### src/rtl/chess_layout_scanner_if.sv
// ============================================================================
// Module      : chess_layout_scanner_if
// Description : Bundle of the board-scanner signals. The slave modport is the
//               scanner's view (board and flow control in, square stream and
//               frame summary out); the master modport is the view of the
//               block that supplies the board and consumes the square stream.
// Ports       : Layout, ForceScan, SqReady            -> scanner
//               SqValid, SqIdx, SqPiece, SqWhite,
//               SqCursor, SqLocked, SqTarget,
//               FrameStart, FrameEnd, ScanDone, Busy  <- scanner (stream)
//               WhiteCount, BlackCount, WhiteKing,
//               BlackKing, CursorIdx, CursorFound,
//               InvalidSeen                           <- scanner (summary)
// Revision    : 1.0 - initial release
// ============================================================================
`default_nettype none

interface chess_layout_scanner_if #(
  parameter int CHESS_SQUARES = 64,
  parameter int SQUARE_WIDTH  = 8,
  parameter int MATRIX_WIDTH  = CHESS_SQUARES * SQUARE_WIDTH
);
  logic [MATRIX_WIDTH-1:0] Layout;
  logic                    ForceScan;
  logic                    SqReady;
  logic                    SqValid;
  logic [5:0]              SqIdx;
  logic [2:0]              SqPiece;
  logic                    SqWhite;
  logic                    SqCursor;
  logic                    SqLocked;
  logic                    SqTarget;
  logic                    FrameStart;
  logic                    FrameEnd;
  logic                    ScanDone;
  logic                    Busy;
  logic [6:0]              WhiteCount;
  logic [6:0]              BlackCount;
  logic                    WhiteKing;
  logic                    BlackKing;
  logic [5:0]              CursorIdx;
  logic                    CursorFound;
  logic                    InvalidSeen;

  modport master (
    output Layout, ForceScan, SqReady,
    input  SqValid, SqIdx, SqPiece, SqWhite, SqCursor, SqLocked, SqTarget,
           FrameStart, FrameEnd, ScanDone, Busy,
           WhiteCount, BlackCount, WhiteKing, BlackKing,
           CursorIdx, CursorFound, InvalidSeen
  );

  modport slave (
    input  Layout, ForceScan, SqReady,
    output SqValid, SqIdx, SqPiece, SqWhite, SqCursor, SqLocked, SqTarget,
           FrameStart, FrameEnd, ScanDone, Busy,
           WhiteCount, BlackCount, WhiteKing, BlackKing,
           CursorIdx, CursorFound, InvalidSeen
  );
endinterface

`default_nettype wire

### src/rtl/chess_layout_scanner.sv
// ============================================================================
// Module      : chess_layout_scanner
// Description : Streams a snapshot of the chess board one square at a time
//               over a valid/ready handshake and, at the end of each frame,
//               publishes piece counts, king presence, the lowest cursor
//               square and an invalid-piece flag.
// Ports       : OutClock  - scan clock, rising edge
//               resetApp  - asynchronous active-high reset
//               bus       - chess_layout_scanner_if.slave (board in, square
//                           stream and frame summary out)
// Revision    : 1.0 - initial release
// ============================================================================
`default_nettype none

module chess_layout_scanner #(
  parameter int CHESS_SQUARES = 64,
  parameter int SQUARE_WIDTH  = 8,
  parameter int MATRIX_WIDTH  = CHESS_SQUARES * SQUARE_WIDTH
) (
  input wire logic              OutClock,
  input wire logic              resetApp,
  chess_layout_scanner_if.slave bus
);

  localparam logic [1:0] ST_IDLE  = 2'd0;
  localparam logic [1:0] ST_SCAN  = 2'd1;
  localparam logic [1:0] ST_DONE  = 2'd2;
  localparam logic [5:0] LAST_IDX = 6'(CHESS_SQUARES - 1);
  localparam logic [2:0] PC_KING  = 3'd6;
  localparam logic [2:0] PC_BAD   = 3'd7;

  logic [1:0]              state;
  logic [1:0]              stateNext;
  logic [MATRIX_WIDTH-1:0] snapshot;
  logic [5:0]              idx;
  logic                    dirty;

  // Per-frame accumulators, published to the summary registers in DONE.
  logic [6:0] accWhite, accBlack;
  logic       accWKing, accBKing, accCurFound, accInvalid;
  logic [5:0] accCurIdx;

  logic [6:0] sumWhite, sumBlack;
  logic       sumWKing, sumBKing, sumCurFound, sumInvalid;
  logic [5:0] sumCurIdx;

  logic [6:0] curSq;
  logic [2:0] curPiece;
  logic       layoutDiffers;
  logic       startScan;

  // Only the seven meaningful bits of the current square are extracted; the
  // stream is always decoded from the snapshot, never from the live board.
  always_comb curSq = snapshot[32'(idx) * SQUARE_WIDTH +: 7];
  assign curPiece      = curSq[2:0];
  assign layoutDiffers = (bus.Layout != snapshot);
  assign startScan     = (state == ST_IDLE) && (layoutDiffers || bus.ForceScan || dirty);

  // State register
  always_ff @(posedge OutClock or posedge resetApp) begin
    if (resetApp) state <= ST_IDLE;
    else          state <= stateNext;
  end

  // Next-state logic
  always_comb begin
    stateNext = state;
    case (state)
      ST_IDLE: if (startScan) stateNext = ST_SCAN;
      ST_SCAN: if (bus.SqReady && (idx == LAST_IDX)) stateNext = ST_DONE;
      ST_DONE: stateNext = ST_IDLE;
      default: stateNext = ST_IDLE;
    endcase
  end

  // Output logic
  always_comb begin
    bus.SqValid    = (state == ST_SCAN);
    bus.ScanDone   = (state == ST_DONE);
    bus.Busy       = (state == ST_SCAN) || (state == ST_DONE);
    bus.FrameStart = (state == ST_SCAN) && (idx == 6'd0);
    bus.FrameEnd   = (state == ST_SCAN) && (idx == LAST_IDX);
    bus.SqIdx      = idx;
    bus.SqPiece    = curPiece;
    bus.SqWhite    = curSq[3];
    bus.SqCursor   = curSq[4];
    bus.SqLocked   = curSq[5];
    bus.SqTarget   = curSq[6];
  end

  assign bus.WhiteCount  = sumWhite;
  assign bus.BlackCount  = sumBlack;
  assign bus.WhiteKing   = sumWKing;
  assign bus.BlackKing   = sumBKing;
  assign bus.CursorIdx   = sumCurIdx;
  assign bus.CursorFound = sumCurFound;
  assign bus.InvalidSeen = sumInvalid;

  // Snapshot, index, dirty flag, accumulators and summary registers
  always_ff @(posedge OutClock or posedge resetApp) begin
    if (resetApp) begin
      snapshot    <= '0;
      idx         <= '0;
      dirty       <= 1'b0;
      accWhite    <= '0;
      accBlack    <= '0;
      accWKing    <= 1'b0;
      accBKing    <= 1'b0;
      accCurFound <= 1'b0;
      accCurIdx   <= '0;
      accInvalid  <= 1'b0;
      sumWhite    <= '0;
      sumBlack    <= '0;
      sumWKing    <= 1'b0;
      sumBKing    <= 1'b0;
      sumCurFound <= 1'b0;
      sumCurIdx   <= '0;
      sumInvalid  <= 1'b0;
    end else begin
      case (state)
        ST_IDLE: begin
          if (startScan) begin
            snapshot    <= bus.Layout;
            idx         <= '0;
            dirty       <= 1'b0;
            accWhite    <= '0;
            accBlack    <= '0;
            accWKing    <= 1'b0;
            accBKing    <= 1'b0;
            accCurFound <= 1'b0;
            accCurIdx   <= '0;
            accInvalid  <= 1'b0;
          end
        end
        ST_SCAN: begin
          // Remember a board change or rescan request; the frame in flight
          // keeps running on the snapshot.
          if (layoutDiffers || bus.ForceScan) dirty <= 1'b1;
          if (bus.SqReady) begin
            if ((curPiece != 3'd0) && (curPiece != PC_BAD)) begin
              if (curSq[3]) accWhite <= accWhite + 7'd1;
              else          accBlack <= accBlack + 7'd1;
              if (curPiece == PC_KING) begin
                if (curSq[3]) accWKing <= 1'b1;
                else          accBKing <= 1'b1;
              end
            end
            if (curPiece == PC_BAD) accInvalid <= 1'b1;
            if (curSq[4] && !accCurFound) begin
              accCurFound <= 1'b1;
              accCurIdx   <= idx;
            end
            // Index parks on the last square; the next frame reloads it.
            if (idx != LAST_IDX) idx <= idx + 6'd1;
          end
        end
        ST_DONE: begin
          if (layoutDiffers || bus.ForceScan) dirty <= 1'b1;
          sumWhite    <= accWhite;
          sumBlack    <= accBlack;
          sumWKing    <= accWKing;
          sumBKing    <= accBKing;
          sumCurFound <= accCurFound;
          sumCurIdx   <= accCurIdx;
          sumInvalid  <= accInvalid;
        end
        default: ;
      endcase
    end
  end

endmodule

`default_nettype wire
### src/flat_wrapper.sv
// flat-port wrapper written by rule: the top's interface ports become plain ports
module chess_layout_scanner_flat 
#(
  parameter int CHESS_SQUARES = 64,
  parameter int SQUARE_WIDTH  = 8,
  parameter int MATRIX_WIDTH  = CHESS_SQUARES * SQUARE_WIDTH
)
  (OutClock, resetApp, bus_Layout, bus_ForceScan, bus_SqReady, bus_SqValid, bus_SqIdx, bus_SqPiece, bus_SqWhite, bus_SqCursor, bus_SqLocked, bus_SqTarget, bus_FrameStart, bus_FrameEnd, bus_ScanDone, bus_Busy, bus_WhiteCount, bus_BlackCount, bus_WhiteKing, bus_BlackKing, bus_CursorIdx, bus_CursorFound, bus_InvalidSeen);
  chess_layout_scanner_if #(.CHESS_SQUARES(CHESS_SQUARES), .SQUARE_WIDTH(SQUARE_WIDTH), .MATRIX_WIDTH(MATRIX_WIDTH)) bus_i ();
  input wire logic OutClock;
  input wire logic resetApp;
  input wire logic [$bits(bus_i.Layout)-1:0] bus_Layout;
  input wire logic [$bits(bus_i.ForceScan)-1:0] bus_ForceScan;
  input wire logic [$bits(bus_i.SqReady)-1:0] bus_SqReady;
  output wire logic [$bits(bus_i.SqValid)-1:0] bus_SqValid;
  output wire logic [$bits(bus_i.SqIdx)-1:0] bus_SqIdx;
  output wire logic [$bits(bus_i.SqPiece)-1:0] bus_SqPiece;
  output wire logic [$bits(bus_i.SqWhite)-1:0] bus_SqWhite;
  output wire logic [$bits(bus_i.SqCursor)-1:0] bus_SqCursor;
  output wire logic [$bits(bus_i.SqLocked)-1:0] bus_SqLocked;
  output wire logic [$bits(bus_i.SqTarget)-1:0] bus_SqTarget;
  output wire logic [$bits(bus_i.FrameStart)-1:0] bus_FrameStart;
  output wire logic [$bits(bus_i.FrameEnd)-1:0] bus_FrameEnd;
  output wire logic [$bits(bus_i.ScanDone)-1:0] bus_ScanDone;
  output wire logic [$bits(bus_i.Busy)-1:0] bus_Busy;
  output wire logic [$bits(bus_i.WhiteCount)-1:0] bus_WhiteCount;
  output wire logic [$bits(bus_i.BlackCount)-1:0] bus_BlackCount;
  output wire logic [$bits(bus_i.WhiteKing)-1:0] bus_WhiteKing;
  output wire logic [$bits(bus_i.BlackKing)-1:0] bus_BlackKing;
  output wire logic [$bits(bus_i.CursorIdx)-1:0] bus_CursorIdx;
  output wire logic [$bits(bus_i.CursorFound)-1:0] bus_CursorFound;
  output wire logic [$bits(bus_i.InvalidSeen)-1:0] bus_InvalidSeen;
  assign bus_i.Layout = bus_Layout;
  assign bus_i.ForceScan = bus_ForceScan;
  assign bus_i.SqReady = bus_SqReady;
  assign bus_SqValid = bus_i.SqValid;
  assign bus_SqIdx = bus_i.SqIdx;
  assign bus_SqPiece = bus_i.SqPiece;
  assign bus_SqWhite = bus_i.SqWhite;
  assign bus_SqCursor = bus_i.SqCursor;
  assign bus_SqLocked = bus_i.SqLocked;
  assign bus_SqTarget = bus_i.SqTarget;
  assign bus_FrameStart = bus_i.FrameStart;
  assign bus_FrameEnd = bus_i.FrameEnd;
  assign bus_ScanDone = bus_i.ScanDone;
  assign bus_Busy = bus_i.Busy;
  assign bus_WhiteCount = bus_i.WhiteCount;
  assign bus_BlackCount = bus_i.BlackCount;
  assign bus_WhiteKing = bus_i.WhiteKing;
  assign bus_BlackKing = bus_i.BlackKing;
  assign bus_CursorIdx = bus_i.CursorIdx;
  assign bus_CursorFound = bus_i.CursorFound;
  assign bus_InvalidSeen = bus_i.InvalidSeen;
  chess_layout_scanner #(.CHESS_SQUARES(CHESS_SQUARES), .SQUARE_WIDTH(SQUARE_WIDTH), .MATRIX_WIDTH(MATRIX_WIDTH)) u_core (.OutClock(OutClock), .resetApp(resetApp), .bus(bus_i));
endmodule
### config.mk
export PLATFORM = sky130hd
export DESIGN_NAME = chess_layout_scanner_flat
export DESIGN_NICKNAME = d
export VERILOG_FILES = /design/src/rtl/chess_layout_scanner_if.sv /design/src/rtl/chess_layout_scanner.sv /design/src/flat_wrapper.sv
export SDC_FILE = /design/constraint.sdc
export NUM_CORES = 2
export LEC_CHECK = 0
export CAP_MARGIN = 10
export CORE_MARGIN = 5
export CORE_UTILIZATION = 50
export DETAILED_ROUTE_END_ITERATION = 12
export GPL_TIMING_DRIVEN = 1
export PLACE_DENSITY = 0.79
export RECOVER_POWER = 100
export SKIP_CTS_REPAIR_TIMING = 1
export SLEW_MARGIN = 40
export SYNTH_ARGS = -nofsm -noshare
export SYNTH_HDL_FRONTEND = slang
export SYNTH_SLANG_ARGS = --single-unit
### constraint.sdc
create_clock -name OutClock -period 46.2 [get_ports OutClock]
set_input_delay 9.24 -clock OutClock [delete_from_list [all_inputs] [get_ports OutClock]]
set_output_delay 9.24 -clock OutClock [all_outputs]
set_load 0.01 [all_outputs]
## Word level (Yosys, flattened, before mapping)

Cells that the tools add are included.

| word-level totals | value |
|---|---|
| input port bits | 516 |
| output and inout bits | 42 |
| register bits after elaboration | 569 |
| word-level logic and storage cells | 105 |

| operators by class | value |
|---|---|
| shift-type cells | 1 |
| multiplexer cells | 38 |
| $add $sub $neg | 3 |
| equality and inequality tests | 19 |
| reduce and logical (&&, ||, !) cells | 26 |

Operators by type and width:

| kind | number |
|---|---|
| $ne A512 B512 Y1 | 1 |
| $shiftx A512 B10 Y7 | 1 |
| $mux W7 | 7 |
| $mux W6 | 5 |
| $pmux W7 S2 | 2 |
| $pmux W6 S2 | 2 |
| $ne A2 B1 Y1 const B | 9 |
| $add A7 B1 Y7 const B | 2 |
| $mux W1 | 14 |
| $reduce_and A4 Y1 | 3 |
| $reduce_and A6 Y1 | 2 |
| $pmux W1 S2 | 5 |
| $reduce_and A5 Y1 | 2 |
| $add A6 B1 Y6 const B | 1 |
| $eq A3 B3 Y1 const B | 2 |
| $eq A6 B6 Y1 const B | 1 |
| $logic_and A1 B1 Y1 | 6 |
| $logic_not A6 Y1 | 1 |
| $ne A6 B6 Y1 const B | 1 |
| $mux W2 | 2 |
| $ne A2 B2 Y1 const B | 2 |
| $pmux W2 S2 | 1 |
| $reduce_and A2 Y1 | 2 |
| $reduce_bool A2 Y1 | 2 |
| other kinds (9) | 11 |

## Logic depth before layout (Yosys ltp)

| depth | value |
|---|---|
| depth after elaboration | 6 |
| depth in mapped cells | 13 |
| mapped depth without buffers | 9 |

## Least setup slack after synthesis

No wires, ideal clock.

| path | value |
|---|---|
| path kind | register to output |
| start | reg u_core.idx[0], in the netlist u_core.bus.SqIdx[0] |
| end | out bus_SqLocked |
| cell stages (with the launch flop) | 9 |
| arrival time | 3.350 ns |
| buffers on the path | 5 |
| required time | 36.960 ns |
| slack | 33.610 ns |
| cell sequence | dfrtp_1 > buf_6 > buf_4 > buf_2 > buf_4 > buf_1 > mux4_2 > mux4_2 > mux4_2 |

| between the ends | value |
|---|---|
| word-level cells in the longest chain between the ends | 1 |

Ends and longest elaborated chain:

| element | line | source |
|---|---|---|
| start, declared | chess_layout_scanner.sv:35 | `logic [5:0] idx;` |
| start signal, assigned | chess_layout_scanner.sv:154 | `if (idx != LAST_IDX) idx <= idx + 6'd1;` |
| $shiftx A512 B10 Y7 | chess_layout_scanner.sv:54 | `always_comb curSq = snapshot[32'(idx) * SQUARE_WIDTH +: 7];` |
| end, declared | flat_wrapper.sv:20 | `output wire logic [$bits(bus_i.SqLocked)-1:0] bus_SqLocked;` |

Every way passes these cells.

## Worst setup path in the final report

| path | value |
|---|---|
| start | in bus_Layout[105] |
| end | reg u_core.snapshot[422] |

| between the ends | value |
|---|---|
| word-level cells in the longest chain between the ends | 5 |

Ends and longest elaborated chain:

| element | line | source |
|---|---|---|
| start, declared | flat_wrapper.sv:12 | `input wire logic [$bits(bus_i.Layout)-1:0] bus_Layout;` |
| $ne A512 B512 Y1 | chess_layout_scanner.sv:56 | `assign layoutDiffers = (bus.Layout != snapshot);` |
| $logic_or A1 B1 Y1 (2 in a row) | chess_layout_scanner.sv:57 | `assign startScan = (state == ST_IDLE) && (layoutDiffers \|\| bus.ForceScan \|\| dirty);` |
| $logic_and A1 B1 Y1 | chess_layout_scanner.sv:57 |  |
| $reduce_and A2 Y1 (no source line) | -- |  |
| end signal, assigned | chess_layout_scanner.sv:123 | `snapshot <= bus.Layout;` |
| end, declared | chess_layout_scanner.sv:34 | `logic [MATRIX_WIDTH-1:0] snapshot;` |

Every way passes these cells.
A chain may end at the register's enable or synchronous reset.

==> results by group <==
Outcome
  – Outcome: complete, but fails checks
  – Failing checks: max-capacitance violations, max-slew violations

STA
  – RSZ-0062 raised after global routing: no
  – Min Tclk post-route: 27950 ps
  – Fin Clk Skew: 29.3 ps
  – Maximum clock rate: between 30 and 40 MHz
  – Measured slew at the worst slew-check pin: about 6000 ps
  – Final Cycle Share: 0.605
  – Slew HR: -3.02
  – Slew Limit Fails: 1300
  – Final Hold Vio Count: 0
  – Total Neg Setup Slack: 0 ps
  – Setup violators final: 0

Floorplanning
  – Initial core utilization: 0.502
  – Ports: 558
  – Die Height: 261 µm
  – Num rows: 92
  – Die footprint: 68100 µm²
  – Area of the core: 62700 µm²
  – Die width: 261 µm

Yosys
  – Top area cells in the synthesized netlist: dfrtp_1 45%, mux2_2 16%, mux4_2 9.1%
  – Post-synthesis instance area: 31500 µm²
  – Seq cells post-synth: 569
  – Synth Net Count: 3118
  – Yosys cell types: 60
  – Post-synth EDFFs: 0
  – Syn avg cell area: 12.1 µm²
  – Seq/Total Area, Yosys: 0.452
  – Count of mapped cells out of synthesis: 2595
  – YS warnings: 0
  – Yosys top cell by area: dfrtp_1
  – Asr flop ratio synth: 1.00
  – Share of the synthesized area in the top cell type: 0.452
  – Main synth FF type: dfrtp_1

Power
  – Sw frac: 0.410
  – Max VDD drop: 0.0401 mV
  – Cell Pwr Density: 74.1 nW/µm²
  – Comb power frac: 0.445
  – P_int: around 0.0017 W
  – Pleak: between 15 and 20 nW
  – Flop pwr share: 0.371
  – Switching power: 0.00121 W
  – Power share of the clock group: 0.183

Routing
  – Post-route ant nets: 0
  – Residual DRC: 0
  – Detailed Route WL: 144000 µm
  – DRT iter0 DRCs: between 3000 and 4000
  – Detailed Routing Iterations Pass 1: 5
  – Average wire per standard cell: 35.6 µm
  – Total number of vias: between 20000 and 30000
  – Via density: 6.46

Min path
  – Hold path endpoint: u_core.accWKing
  – Hold Crit Start: u_core.accWKing
  – WHS Path Cells: 1
  – Min-delay worst type: flop to flop

Clock tree
  – Worst skew pair latency: 620 ps
  – Clk pin slew, worst setup/hold paths: about 60 ps
  – Clk root buf: clkbuf_16
  – CTS tree: done
  – CTS Buffer Depth: 3
  – CTS sink cnt: roughly 570
  – CTS buffer count: between 60 and 70
  – H-Tree Depth: 3

Cells and area
  – Final core occ: 0.638
  – Share of layout cells above drive strength 1: 0.220
  – Syn-to-layout area delta: 27.0%
  – Area of the multi-input gates: 16100 µm²
  – Non-Filler Instances: 4035
  – Reg area: 14200 µm²
  – Filler cell count: 4823
  – Nets: 3655

Place
  – Final GP Congestion: 1.04
  – HPWL after detailed placement: ~120000 µm
  – PortBufs: 557
  – Placed cells: 3909

Global routing
  – Initial antenna violation count: 17
  – Overflow after GRT: 0
  – Number of global-route vias before repair: about 26000
  – Total GRT Usage: 0.411
  – Largest net degree at the start of global routing: 115
  – First-pass GRT wire length: between 150000 and 200000 µm

Critical path
  – CP Capture Type: flop
  – Setup CP Type: primary input to flop
  – Reg-to-reg startpoint: u_core.snapshot[262]
  – CP Max Fanout: 105
  – Worst EP required: 46490 ps
  – R2r endpoint: u_core.snapshot[422]
  – Reg-to-reg slack, setup: 27120 ps
  – CP arrival: 28240 ps
  – Critical Path Source Type: primary input
  – Reg2Reg Depth: 12

Run
  – Max_cap viols: 18
sequential cells by signal, indices dropped and copies added (netlist names), 2 cells and up:
signal                 cells
u_core.state               2
u_core.accBlack            7
u_core.bus.CursorIdx       6
u_core.bus.BlackCount      7
u_core.accCurIdx           6
u_core.accWhite            7
u_core.snapshot          512
u_core.bus.SqIdx           6
u_core.bus.WhiteCount      7
per-layer routing:
metal | vias to the layer above | part of all wire | track usage
met2 | 1715 | 0.45 | 0.630
met4 | 8 | 0.074 | 0.248
met1 | 13300 | 0.38 | 0.541
met5 | - | 0.00035 | 0
met3 | 397 | 0.097 | 0.0869
li1 | 10600 | - | -
layout by cell type (no fill, tap or decap), drive strengths merged, types with 8 or more instances in the layout:
| cell type | n |
|---|---|
| inv | 153 |
| mux4 | 127 |
| clkbuf | 117 |
| a22oi | 28 |
| o22ai | 45 |
| mux2 | 451 |
| or3 | 8 |
| dfrtp | 569 |
| o221ai | 9 |
| o21ai | 94 |
| a2111oi | 17 |
| buf | 12 |
| nand2b | 77 |
| nor2b | 145 |
| a21oi | 17 |
| nand3 | 13 |
| nor2 | 13 |
| dlygate4sd3 | 36 |
| o2bb2ai | 11 |
| a2111o | 37 |
| xnor2 | 259 |
| nand4 | 78 |
| xor2 | 33 |
| nand2 | 116 |
| clkinv | 8 |
| clkdlybuf4s50 | 521 |
| diode | 13 |
| nor4 | 55 |
| o2111ai | 22 |
| a22o | 10 |
kinds of logic (layout without fill, tap and decap cells):
group / count (synthesis) / after routing / share of synthesized area
AOI/OAI and AO/OA: 340 / 340 / 0.0789
buffers and inverters: 274 / 855 / 0.0361
other: 0 / 13 / 0
and+or+nand+nor: 533 / 533 / 0.0963
muxes: 580 / 580 / 0.253
xor gates and xnor gates: 292 / 292 / 0.0812
DFF: 569 / 569 / 0.452
adders and majority gates: 7 / 7 / 0.00278
how the worst max path moves through the flow:
stage | from | to | slack [ps] | cells past startpoint
6_report | bus_Layout[105] | u_core.snapshot[422] | 18250 | 13
5_1_grt | bus_Layout[105] | u_core.snapshot[319] | 17510 | 13
4_1_cts | bus_Layout[105] | u_core.snapshot[419] | 30790 | 13
3_5_place_dp | bus_Layout[105] | u_core.snapshot[378] | 30210 | 13
3_3_place_gp | bus_Layout[262] | u_core.snapshot[151] | 30160 | 11
2_1_floorplan | resetApp | u_core.accBKing | 21040 | 1
power by group through the flow:
stage / clock, W / sequential [W] / combinational [W]
2_1_floorplan: 0 / 0.000900 / 0.000890
3_3_place_gp: 0 / 0.00107 / 0.00123
3_5_place_dp: 0 / 0.00108 / 0.00126
4_1_cts: 0.000544 / 0.00107 / 0.00126
5_1_grt: 0.000565 / 0.00110 / 0.00138
6_report: 0.000543 / 0.00110 / 0.00132
Yosys cell counts (8+ instances only):
| library cell | number |
|---|---|
| nand2_1 | 116 |
| xnor2_1 | 259 |
| o2111ai_1 | 22 |
| nor2b_1 | 145 |
| nand2b_1 | 77 |
| o21ai_0 | 94 |
| mux2_2 | 451 |
| o2bb2ai_1 | 11 |
| or3_1 | 8 |
| o22ai_1 | 45 |
| inv_1 | 153 |
| buf_2 | 57 |
| clkbuf_1 | 45 |
| o221ai_1 | 9 |
| a2111o_1 | 37 |
| nor4_1 | 55 |
| buf_1 | 12 |
| a21oi_1 | 17 |
| dfrtp_1 | 569 |
| a22o_1 | 10 |
| xor2_1 | 33 |
| mux4_2 | 127 |
| nand4_1 | 78 |
| a2111oi_0 | 17 |
| nand3_1 | 12 |
| nor2_1 | 13 |
| a22oi_1 | 28 |
final cells by class:
type | count | share of cell area
multi-input cells | 1752 | 0.404
inverters | 153 | 0.0144
well taps | 846 | 0.0265
flip-flops and latches | 569 | 0.356
repair buffers | 589 | 0.144
diodes | 13 | 0.000813
clock inverters | 16 | 0.00516
clock buffers | 97 | 0.0498
worst max-delay path: stages:
cell	delay [ps]
dlygate4sd3_1	600
nor2b_1	160
a2111o_1	370
a2111oi_0	940
nand4_1	210
nor4_1	690
nand3_1	480
o21ai_0	1640
clkbuf_1	2110
clkbuf_1	3730
clkbuf_1	3970
clkbuf_1	3330
o21ai_0	430
metrics by stage:
step	cell area [µm²]	hold WS, ps	worst slack (ps)	power [W]
6_report	40000	496	18250	0.00296
5_1_grt	40000	511	17510	0.00305
4_1_cts	40200	497	30790	0.00288
3_5_place_dp	38000	485	30210	0.00234
3_3_place_gp	37800	467	30160	0.00229
2_1_floorplan	31500	443	21040	0.00179
(Power assumes the default switching activity.)
==> variant 1 (config.mk and constraints unchanged) <==
`SQUARE_WIDTH` is set to 8 in 3 places; all go to 7.
--- a/src/rtl/chess_layout_scanner_if.sv
+++ b/src/rtl/chess_layout_scanner_if.sv
@@ -17,7 +17,7 @@
 
 interface chess_layout_scanner_if #(
   parameter int CHESS_SQUARES = 64,
-  parameter int SQUARE_WIDTH  = 8,
+  parameter int SQUARE_WIDTH  = 7,
   parameter int MATRIX_WIDTH  = CHESS_SQUARES * SQUARE_WIDTH
 );
   logic [MATRIX_WIDTH-1:0] Layout;
--- a/src/rtl/chess_layout_scanner.sv
+++ b/src/rtl/chess_layout_scanner.sv
@@ -14,7 +14,7 @@
 
 module chess_layout_scanner #(
   parameter int CHESS_SQUARES = 64,
-  parameter int SQUARE_WIDTH  = 8,
+  parameter int SQUARE_WIDTH  = 7,
   parameter int MATRIX_WIDTH  = CHESS_SQUARES * SQUARE_WIDTH
 ) (
   input wire logic              OutClock,
--- a/src/flat_wrapper.sv
+++ b/src/flat_wrapper.sv
@@ -2,7 +2,7 @@
 module chess_layout_scanner_flat 
 #(
   parameter int CHESS_SQUARES = 64,
-  parameter int SQUARE_WIDTH  = 8,
+  parameter int SQUARE_WIDTH  = 7,
   parameter int MATRIX_WIDTH  = CHESS_SQUARES * SQUARE_WIDTH
 )
   (OutClock, resetApp, bus_Layout, bus_ForceScan, bus_SqReady, bus_SqValid, bus_SqIdx, bus_SqPiece, bus_SqWhite, bus_SqCursor, bus_SqLocked, bus_SqTarget, bus_FrameStart, bus_FrameEnd, bus_ScanDone, bus_Busy, bus_WhiteCount, bus_BlackCount, bus_WhiteKing, bus_BlackKing, bus_CursorIdx, bus_CursorFound, bus_InvalidSeen);
Ports: changed (resized bus_Layout); port bits go from 558 to 494. No check against the original RTL was run, so the function may have changed too.
==> variant 1 against the unedited design <==
The flow still finishes with violations (capacitance limit, slew limit). Sequential cell count decreased by 64. Clock power decreased by 11%. Setup slack improved by 4.5 ns. Synthesized area decreased by 10%. Critical path depth decreased by 2. Total power decreased by 8.1%. Wire length decreased by 6.0%. Register-to-register slack improved by 4.4 ns. First-iteration DRC count decreased by 5.2%. Final area decreased by 10%. Maximum frequency increased by 19%. Sequential power decreased by 9.8%. Via count decreased by 8.3%.
==> variant 1: results (changes against the unedited design) <==
- Final Skew: 0.0348 ns (+0.00549 ns)
- Status: complete, but fails checks
- Crit path launch: bus_Layout[281]
- Iter 0 DRT Violations: 3183 (-5.2%)
- Leak: 0.0144 uW (-9.2%)
- Synthesized instance count: 2363 (-8.9%)
- Area taken by multi-input logic gates: 14700 sq um (-9.1%)
- Multi-Input Combinational: 1594 (-9.0%)
- Seq/total area: 35.2% (-0.40 points)
- Fin nets: 3288 (-10%)
- CP max stage delay: 4.24 ns (+0.27 ns)
- Failing checks: capacitance limit, slew limit
- Largest cells by area after synthesis: dfrtp_1 45%, mux2_2 15%, mux4_2 10%, xnor2_1 5.3%, nor2b_1 2.5%
- Placed Cells: 3526 (-9.8%)
- Seq/Total Area, Yosys: 44.6% (-0.60 points)
- Global Route met1 Usage: 57.7% (+3.5 points)
- WL met3: 14.3 mm (+2.9%)
- Vias in the first global route: 23200 (-10%)
- Largest net degree at the start of global routing: 127 (+10%)
- Max-slew violations: 1148 (-12%)
- PortBufs: 493 (-11%)
- Unique masters post-synth: 59 (-1.7%)
- Non-filler cells in the finished layout: 3635 (-9.9%)
- Placement Cell Area: 34100 sq um (-10%)
- Hold Crit Depth: 2 (+1)
- CTS H-tree lvls: 2 (-1)
- Max cap viols: 15 (-3)
[variant 1: changes by cell type after synthesis, moves of 8 or more]
cell / delta
xor2_1: +41
nor2b_1: -34
o21ai_0: +8
nand4_1: -21
xnor2_1: -87
a22o_1: +10
dfrtp_1: -64
buf_2: -12
mux2_2: -71
[variant 1: kinds of logic (layout without fill, tap and decap cells)]
family	Yosys count	in the layout	synth area share (%)
muxes	509	509	25.3
other	0	6	0
AOI/OAI and AO/OA	344	344	8.72
and+or+nand+nor	488	488	9.65
xor gates and xnor gates	246	246	7.61
DFF	505	505	44.6
buffers and inverters	264	774	3.82
adders and majority gates	7	7	0.309
[variant 1: worst min-delay path, cell delays in order, from the launching register on]
cell and delay (ns):
dfrtp_1 0.35, nand2_1 0.05, o21ai_0 0.06
[variant 1: power by group through the flow]
stage	sequential (uW)	combinational [uW]	clock (uW)
after CTS	969	1180	486
after global routing	993	1290	502
after floorplan	799	797	0
after detailed placement	975	1180	0
after global placement	964	1150	0
final	992	1250	485
==> variant 2 (config.mk and constraints unchanged) <==
Without the edit above. Make the reset (`resetApp`) synchronous in 2 clocked blocks. Comments in the files are not updated.
--- a/src/rtl/chess_layout_scanner.sv
+++ b/src/rtl/chess_layout_scanner.sv
@@ -57,7 +57,7 @@
   assign startScan     = (state == ST_IDLE) && (layoutDiffers || bus.ForceScan || dirty);
 
   // State register
-  always_ff @(posedge OutClock or posedge resetApp) begin
+  always_ff @(posedge OutClock) begin
     if (resetApp) state <= ST_IDLE;
     else          state <= stateNext;
   end
@@ -97,7 +97,7 @@
   assign bus.InvalidSeen = sumInvalid;
 
   // Snapshot, index, dirty flag, accumulators and summary registers
-  always_ff @(posedge OutClock or posedge resetApp) begin
+  always_ff @(posedge OutClock) begin
     if (resetApp) begin
       snapshot    <= '0;
       idx         <= '0;
Check against the original RTL: not settled (the Yosys comparison gave no result); the edit may change what the design does.
==> variant 2 against the unedited design <==
Utilization up 0.054 points. Die area down 1.8%. Final area down 1.9%. Highest routed layer unchanged. Non-clock buffer count down 5. Via count up 14%. Clock skew down 0.0028 ns. Synthesized area down 1.9%. Setup slack better by 4.8 ns. Sequential cell count unchanged. Total power down 31%. The run still ends with capacitance limit, slew limit left. Wire length up 8.8%. Critical path depth down 1. Sequential power down 35%.
==> variant 2: results (changes against the unedited design) <==
- Seq/Total Area, Yosys: 36.9% (-8.3 points)
- Crit path launch: bus_Layout[421]
- GR Util All Layers: 44.2% (+3.1 points)
- Failing checks: capacitance limit, slew limit
- Global Route met1 Usage: 54.3% (+0.15 points)
- Iter 0 DRT Violations: 5004 (+49%)
- Initial DRT Pass Iterations: 6 (+1)
- R2r setup slk: 31.81 ns (+4.69 ns)
- Wire length on met2: 64.7 mm (-0.16%)
- Largest net degree at the start of global routing: 122 (+6.1%)
- RR Startpoint: u_core.snapshot[421]
- Max cap viols: 18 (unchanged)
- Share of layout cells above drive strength 1: 7.45% (-15 points)
- Post-synthesis compound-gate area fraction: 7.59% (-0.30 points)
- Worst hold start: u_core.accBKing
- Layout fillers: 5145 (+6.7%)
- Critical path data arrival time: 23.48 ns (-4.76 ns)
- Status: complete, but fails checks
- Synthesized instance count: 3203 (+23%)
- Post-synth ARST share: 0% (-100 points)
- Signal buffers: 584 (-0.85%)
- Worst Hold Endpoint: u_core.accBKing
- Max-slew violations: 1191 (-8.4%)
- Grt met3 use: 15.4% (+6.7 points)
- Worst-margin pin slew: 5.73 ns (-0.270 ns)
- Clkbuf count: 93 (-4.1%)
- WL/cell: 34.4 microns (-3.5%)
variant 2: cell count changes after synthesis, sizes merged, moves of 114 or more:
cell,unedited run,this run
dfrtp,569,0
xnor2,259,145
nor2,13,553
dfxtp,0,569
mux2,451,17
mux2i,2,556
variant 2: stage by stage:
stage	utilization [%]	area, sq um	setup WS, ns	total power (uW)
4_1_cts	64.0	39400	32.11	1960
5_1_grt	63.8	39200	22.64	2090
2_1_floorplan	-	30900	33.41	1120
3_3_place_gp	60.0	36900	30.44	1400
6_report	63.8	39200	23.05	2050
3_5_place_dp	60.3	37100	31.58	1410
variant 2: worst max-delay path, delay by kind of cell:
| kind | cells | cell delay [ns] |
|---|---|---|
| compound gates | 3 | 1.54 |
| buf+inv | 4 | 10.62 |
| mux | 1 | 0.48 |
| simple gates | 4 | 1.48 |
variant 2: power by group through the flow:
stage	sequential [uW]	combinational [uW]	clock (uW)
finish	710	782	563
global route	709	801	579
CTS	701	702	559
detailed placement	711	698	0
global placement	707	689	0
floorplan	650	469	0
